File: src/rtl/uart_rx_fifo.sv
// uart_rx_fifo: FWFT byte FIFO fed by UART done_rx rising edges; ports clk, rst(n), rx_data, done_rx, rd_en, ovf_clr -> dout, empty, full, count, overflow
module uart_rx_fifo #(
  parameter int DEPTH = 16,
  parameter int CW = $clog2(DEPTH) + 1
) (
  input  logic          clk,
  input  logic          rst,
  input  logic [7:0]    rx_data,
  input  logic          done_rx,
  input  logic          rd_en,
  input  logic          ovf_clr,
  output logic [7:0]    dout,
  output logic          empty,
  output logic          full,
  output logic [CW-1:0] count,
  output logic          overflow
);
  localparam int AW = $clog2(DEPTH);
  logic [7:0]    mem_q [DEPTH];
  logic          done_q;
  logic [AW-1:0] wp_q, wp_d, rp_q, rp_d;
  logic [CW-1:0] count_q, count_d;
  logic          ovf_q, ovf_d;
  logic          wr_ev, rd, wr, drop;
  always_comb begin
    empty = count_q == '0;
    full = count_q == CW'(DEPTH);
    wr_ev = done_rx & ~done_q;
    rd = rd_en & ~empty;
    wr = wr_ev & (~full | rd);
    drop = wr_ev & full & ~rd;
    wp_d = wr ? wp_q + AW'(1) : wp_q;
    rp_d = rd ? rp_q + AW'(1) : rp_q;
    count_d = count_q + CW'(wr) - CW'(rd);
    ovf_d = drop | (ovf_q & ~ovf_clr);
    dout = mem_q[rp_q];
    count = count_q;
    overflow = ovf_q;
  end
  always_ff @(posedge clk)
    if (rst && wr) mem_q[wp_q] <= rx_data;
  always_ff @(posedge clk) begin
    if (!rst) begin
      done_q <= 1'b1;
      wp_q <= '0;
      rp_q <= '0;
      count_q <= '0;
      ovf_q <= 1'b0;
    end else begin
      done_q <= done_rx;
      wp_q <= wp_d;
      rp_q <= rp_d;
      count_q <= count_d;
      ovf_q <= ovf_d;
    end
  end
endmodule

File: config.mk
export PLATFORM = sky130hd
export DESIGN_NAME = uart_rx_fifo
export DESIGN_NICKNAME = d
export VERILOG_FILES = /design/src/rtl/uart_rx_fifo.sv
export SDC_FILE = /design/constraint.sdc
export NUM_CORES = 1
export LEC_CHECK = 0
export ABC_AREA = 0
export CORE_MARGIN = 8
export CORE_UTILIZATION = 25
export DETAILED_ROUTE_END_ITERATION = 16
export DONT_BUFFER_PORTS = 1
export GPL_TIMING_DRIVEN = 0
export HOLD_SLACK_MARGIN = 0.03
export PLACE_DENSITY_LB_ADDON = 0.15
export SYNTH_ARGS = -nofsm -noshare
export SYNTH_HDL_FRONTEND = slang
export SYNTH_SLANG_ARGS = --single-unit
File: constraint.sdc
create_clock -name clk -period 5.7 [get_ports clk]
set_input_delay 0.57 -clock clk [delete_from_list [all_inputs] [get_ports clk]]
set_output_delay 0.57 -clock clk [all_outputs]
set_load 0.05 [all_outputs]
## Word-level counts from Yosys, hierarchy flattened

Memories as Yosys holds them, arrays and structs flattened. A register that Yosys moved wholly into a read port is not among the register bits.
Cells that the tools add are included.

- Equality and inequality tests: 1
- Add/subtract/negate cells: 4
- Mux-type cells: 4
- Reductions and logical operators: 2
- Bitwise logic cells: 13

Operators by type and width:

| cell | count |
|---|---|
| 4-bit by 1-bit adder with 4-bit output (second input constant) | 2 |
| 4-bit two-way mux | 2 |
| 1-bit AND | 6 |
| 5-bit by 1-bit adder with 5-bit output | 1 |
| 5-bit equality test (second input constant) | 1 |
| 5-bit zero test | 1 |
| 1-bit inverter | 5 |
| 5-bit by 1-bit subtractor with 5-bit output | 1 |
| 1-bit two-way mux | 2 |
| 1-bit bitwise OR | 2 |
| 1-bit logical AND | 1 |

- Output and inout port bits: 16
- Bits of input ports: 13
- Flip-flop bits (word level): 15
- Word-level logic and storage cells: 30
- Bits in writable memories: 128
- Memories kept: 1

Memory list:

| memory | depth | width | rd ports | clocked after Yosys merged registers in | wr ports | line | text |
|---|---|---|---|---|---|---|---|
| mem_q | 16 | 8 | 1 | 1 | 1 | 19 | `logic [7:0] mem_q [DEPTH];` |

## Logic depth before layout (Yosys ltp)

- Depth in word-level cells: 8
- Mapped depth: 13
- Gate-level depth less buffers: 13

## Least setup slack after synthesis

Ideal clock, no wire load.

- Kind: register to register
- Start: register count_q[3] (netlist: count[3])
- End: register count_q[4] (netlist: count[4])
- Cell stages (with the launch flop): 14
- Buffers on the path: 0
- Slack: 2.701 ns
- Arrival: 2.883 ns
- Setup time: 0.116 ns
- Required time: 5.584 ns
- Period minus slack after synthesis: 2.999 ns
- Cells stage by stage: dfxtp_1 -> inv_1 -> ha_1 -> nand4bb_1 -> inv_1 -> nand2b_1 -> nand3_1 -> nand2_1 -> ha_1 -> fa_1 -> a21oi_1 -> nor2_1 -> or3_1 -> and3_1

- Elaborated cells on any way between the ends: 9
- Classes of those cells: 2 x add/sub; 1 x eq/ne; 5 x bitwise; 1 x reduce/logical

RTL lines:

| element | line | text |
|---|---|---|
| from (decl) | 22 | `logic [CW-1:0] count_q, count_d;` |
| from (signal assigned) | 53 | `count_q <= count_d;` |
| 5-bit equality test | 27 | `full = count_q == CW'(DEPTH);` |
| via full | 14 | `output logic full,` |
| 1-bit inverter | 30 | `wr = wr_ev & (~full \| rd);` |
| 1-bit bitwise OR | 30 |  |
| 1-bit AND | 30 |  |
| 5-bit by 1-bit adder with 5-bit output | 34 | `count_d = count_q + CW'(wr) - CW'(rd);` |
| 5-bit by 1-bit subtractor with 5-bit output | 34 |  |

The timed path passes the listed nets, and every way through them passes these cells.
A chain may end at the register's enable or synchronous reset.

## Worst setup path in the final report

Ends and elaborated chain as after synthesis.

==> flow_summary.ini <==
[run_status]
status = completed

[floorplan]
initial_core_util = 0.253
fp.dieW_um = 170
num_rows = 56
coreArea_sq_um = 23300
die_h_um = 170
fp.dieArea_sq_um = 28800
ios = 29

[setup_path]
path_max_fanout = 4
worst_path_largest_cell_delay_ns = 0.50
cp_cell_sequence = inv_1, ha_1, nand4bb_1, inv_1, nand2b_1, nand3_1, nand2_1, ha_1, fa_1, a21oi_1, nor2_1, or3_1, and3_1
r2r_start = count[3]
r2r-end = count[4]
cpMaxStageDelayCell = dfxtp_1
critPathRequiredTime_ns = 6.01
critPathKind = reg2reg
crit_start = count[3]
reg2reg_depth = 13
rrSetupSlack_ns = 2.42
startpoint_type = register
cp-endpoint = count[4]
cp.arrival_ns = 3.59
crit_path_end_kind = register

[finish]
num_antenna_cells = 0
drive_above_1_share = 0.162
stdcell_count = 670
fillers = 2311
final_common_cell = edfxtp_1
nets = 362
syn2layout_area_growth_pct = 17.4
layout_common_cells = 128 x edfxtp_1, 19 x nand2_1, 19 x nor2_1, 19 x dfxtp_1, 18 x mux4_1

[clock_tree]
postCtsSetupBuffers = 0
cts_hold_buffers = 0
clock_path_buffers = 2
clk_pin_slew_ns = 0.06
cts-resized-gates = 0
root_buffer = clkbuf_16
htree_levels = 4
cts_num_sinks = 147
cts_inserted_buffers = 17
cts_tree = yes
worst_skew_pair.late_latency_ns = 0.42

[placed_design]
dp_hpwl_mm = 8.68
place.gp.congestion = 0.677
port_buffers = 0
dp.cells = 638

[routing]
num_vias = 2852
wl_mm = 13.4
drc_errors = 0
vias_per_cell = 4.26
drt_iter0_markers = 173
drt-pass1-iter-count = 4
final_antenna_net_count = 0
wl_per_cell_um = 20.0

[pwr]
power_leakage_nw = 2.23
pwr-share-comb = 0.192
powerDensity_nw_per_um2 = 436
power.switching_w = 0.000879
power_w = 0.00302
peakVddDrop_mv = 0.184
sw_frac_of_total = 0.291
p_int_w = 0.00214
clockPowerShare = 0.386
pwr-share-seq = 0.422

[synthesis]
syn_area_sq_um = 5910
synth-adder-area-share = 0.0245
ys.flop_type = edfxtp_1
synth_nets = 343
synth_mux_area_frac = 0.137
yosysSeqAreaShare = 0.714
synth_top_family_by_area = multiplexers
yosysWarnings = 0
synth_edf_count = 128
synth_compound_area_frac = 0.0315
synth_xor_area_frac = 0.00889
ys_ff_latch = 147
syn_area_per_cell_sq_um = 18.5
synthSimpleGateAreaFrac = 0.0626
synth-async-reset-ratio = 0
syn_inst = 319
synthDistinctLibCells = 38

[job]
cap_violations = 0

[worst_hold_path]
hp-class = in2reg

[timing]
tightestPinTransition_ns = 1.08
fin_worst_skew_ns = 0.00730
grt_setup_unrepaired = false
fmax_mhz = 305
whs_ns = 0.235
relSlewSlack = 0.275
maxSlewViolCount = 0
fin_tns_setup_ns = 0
period_share = 0.576
min_period_ns = 3.28
finalHoldViolCount = 0
setup_viol = 0

[global_routing]
grt_max_degree = 17
grt_use_total = 0.0992
grt_overflow = 0
grt_pass1_vias = 3074
grt_antenna_before_repair = 0
grt_pass1_wl_mm = 20.3
metrics by stage:
step	setup slack (ns)	area, sq um	util
final	2.42	6940	0.297
after global routing	2.15	6940	0.297
after CTS	2.26	6940	0.297
after detailed placement	2.36	6310	0.271
after global placement	2.38	6310	0.271
after floorplan	2.70	5910	-
registers in the layout, indices dropped and copies added, names as in the netlist, named ones only:
register and flops:
done_q 1, wp_q 4, overflow 1, rp_q 4, count 5, mem_q 128
synth_stat cells (all sizes together) (3+ instances only):
library cell / number / area share
a22oi: 16 / 0.020
and2: 10 / 0.011
mux4: 32 / 0.13
buf: 7 / 0.0093
nor2: 19 / 0.012
nand2: 20 / 0.013
ha: 10 / 0.021
xnor2: 4 / 0.0059
nand2b: 4 / 0.0042
edfxtp: 128 / 0.65
nand3: 11 / 0.0093
dfxtp: 19 / 0.064
nor2b: 3 / 0.0032
clkdlybuf4s25: 3 / 0.0051
o21ai: 3 / 0.0025
inv: 9 / 0.0057
worst min path at each step:
| stage | slack, ns | to | cells past startpoint | start |
|---|---|---|---|---|
| after floorplan | 0.46 | register | 2 | rp_q[3] |
| after global placement | 0.48 | rp_q[3] | 2 | rp_q[3] |
| after detailed placement | 0.49 | wp_q[2] | 2 | wp_q[2] |
| after CTS | 0.22 | done_q | 1 | rst |
| after global routing | 0.21 | mem_q[0][2] | 0 | rx_data[2] |
| final | 0.23 | done_q | 1 | rst |
routing by layer:
layer,vias up,track usage,wire length [um]
li1,1313,-,-
met1,1479,0.119,5820
met2,52,0.165,6730
met3,8,0.0349,711
met4,0,0.0308,112
met5,-,0,0
cell type report:
| type | instances | area [sq um] | area share |
|---|---|---|---|
| Clock inverter | 15 | 201 | 0.0290 |
| Sequential cell | 147 | 4220 | 0.609 |
| Clock buffer | 17 | 425 | 0.0613 |
| Inverter | 9 | 33.8 | 0.00487 |
| Tap cell | 319 | 399 | 0.0575 |
| Buffer | 12 | 92.6 | 0.0133 |
| Multi-Input combinational cell | 151 | 1560 | 0.225 |
critical path: cells and delay by family (launching register included):
kind / cells / cell delay [ns]
adders and majority gates: 3 / 0.80
and+or+nand+nor: 7 / 1.14
buffers and inverters: 2 / 0.58
AOI/OAI and AO/OA: 1 / 0.16
DFF: 1 / 0.50
logic make-up after synthesis:
family          after synthesis
compound gates               26
xor+xnor                      6
fa+ha+maj                    11
buf+inv                      21
flops                       147
mux                          34
simple gates                 74
power groups by stage:
stage                     Sequential, W  Clock (W)  Combinational [W]
after floorplan                 0.00129          0           0.000478
after global placement          0.00130          0           0.000596
after detailed placement        0.00130          0           0.000599
after CTS                       0.00128    0.00120           0.000599
after global routing            0.00128    0.00124           0.000639
final                           0.00128    0.00117           0.000580
Note: power is estimated with default switching activity, not from simulation.
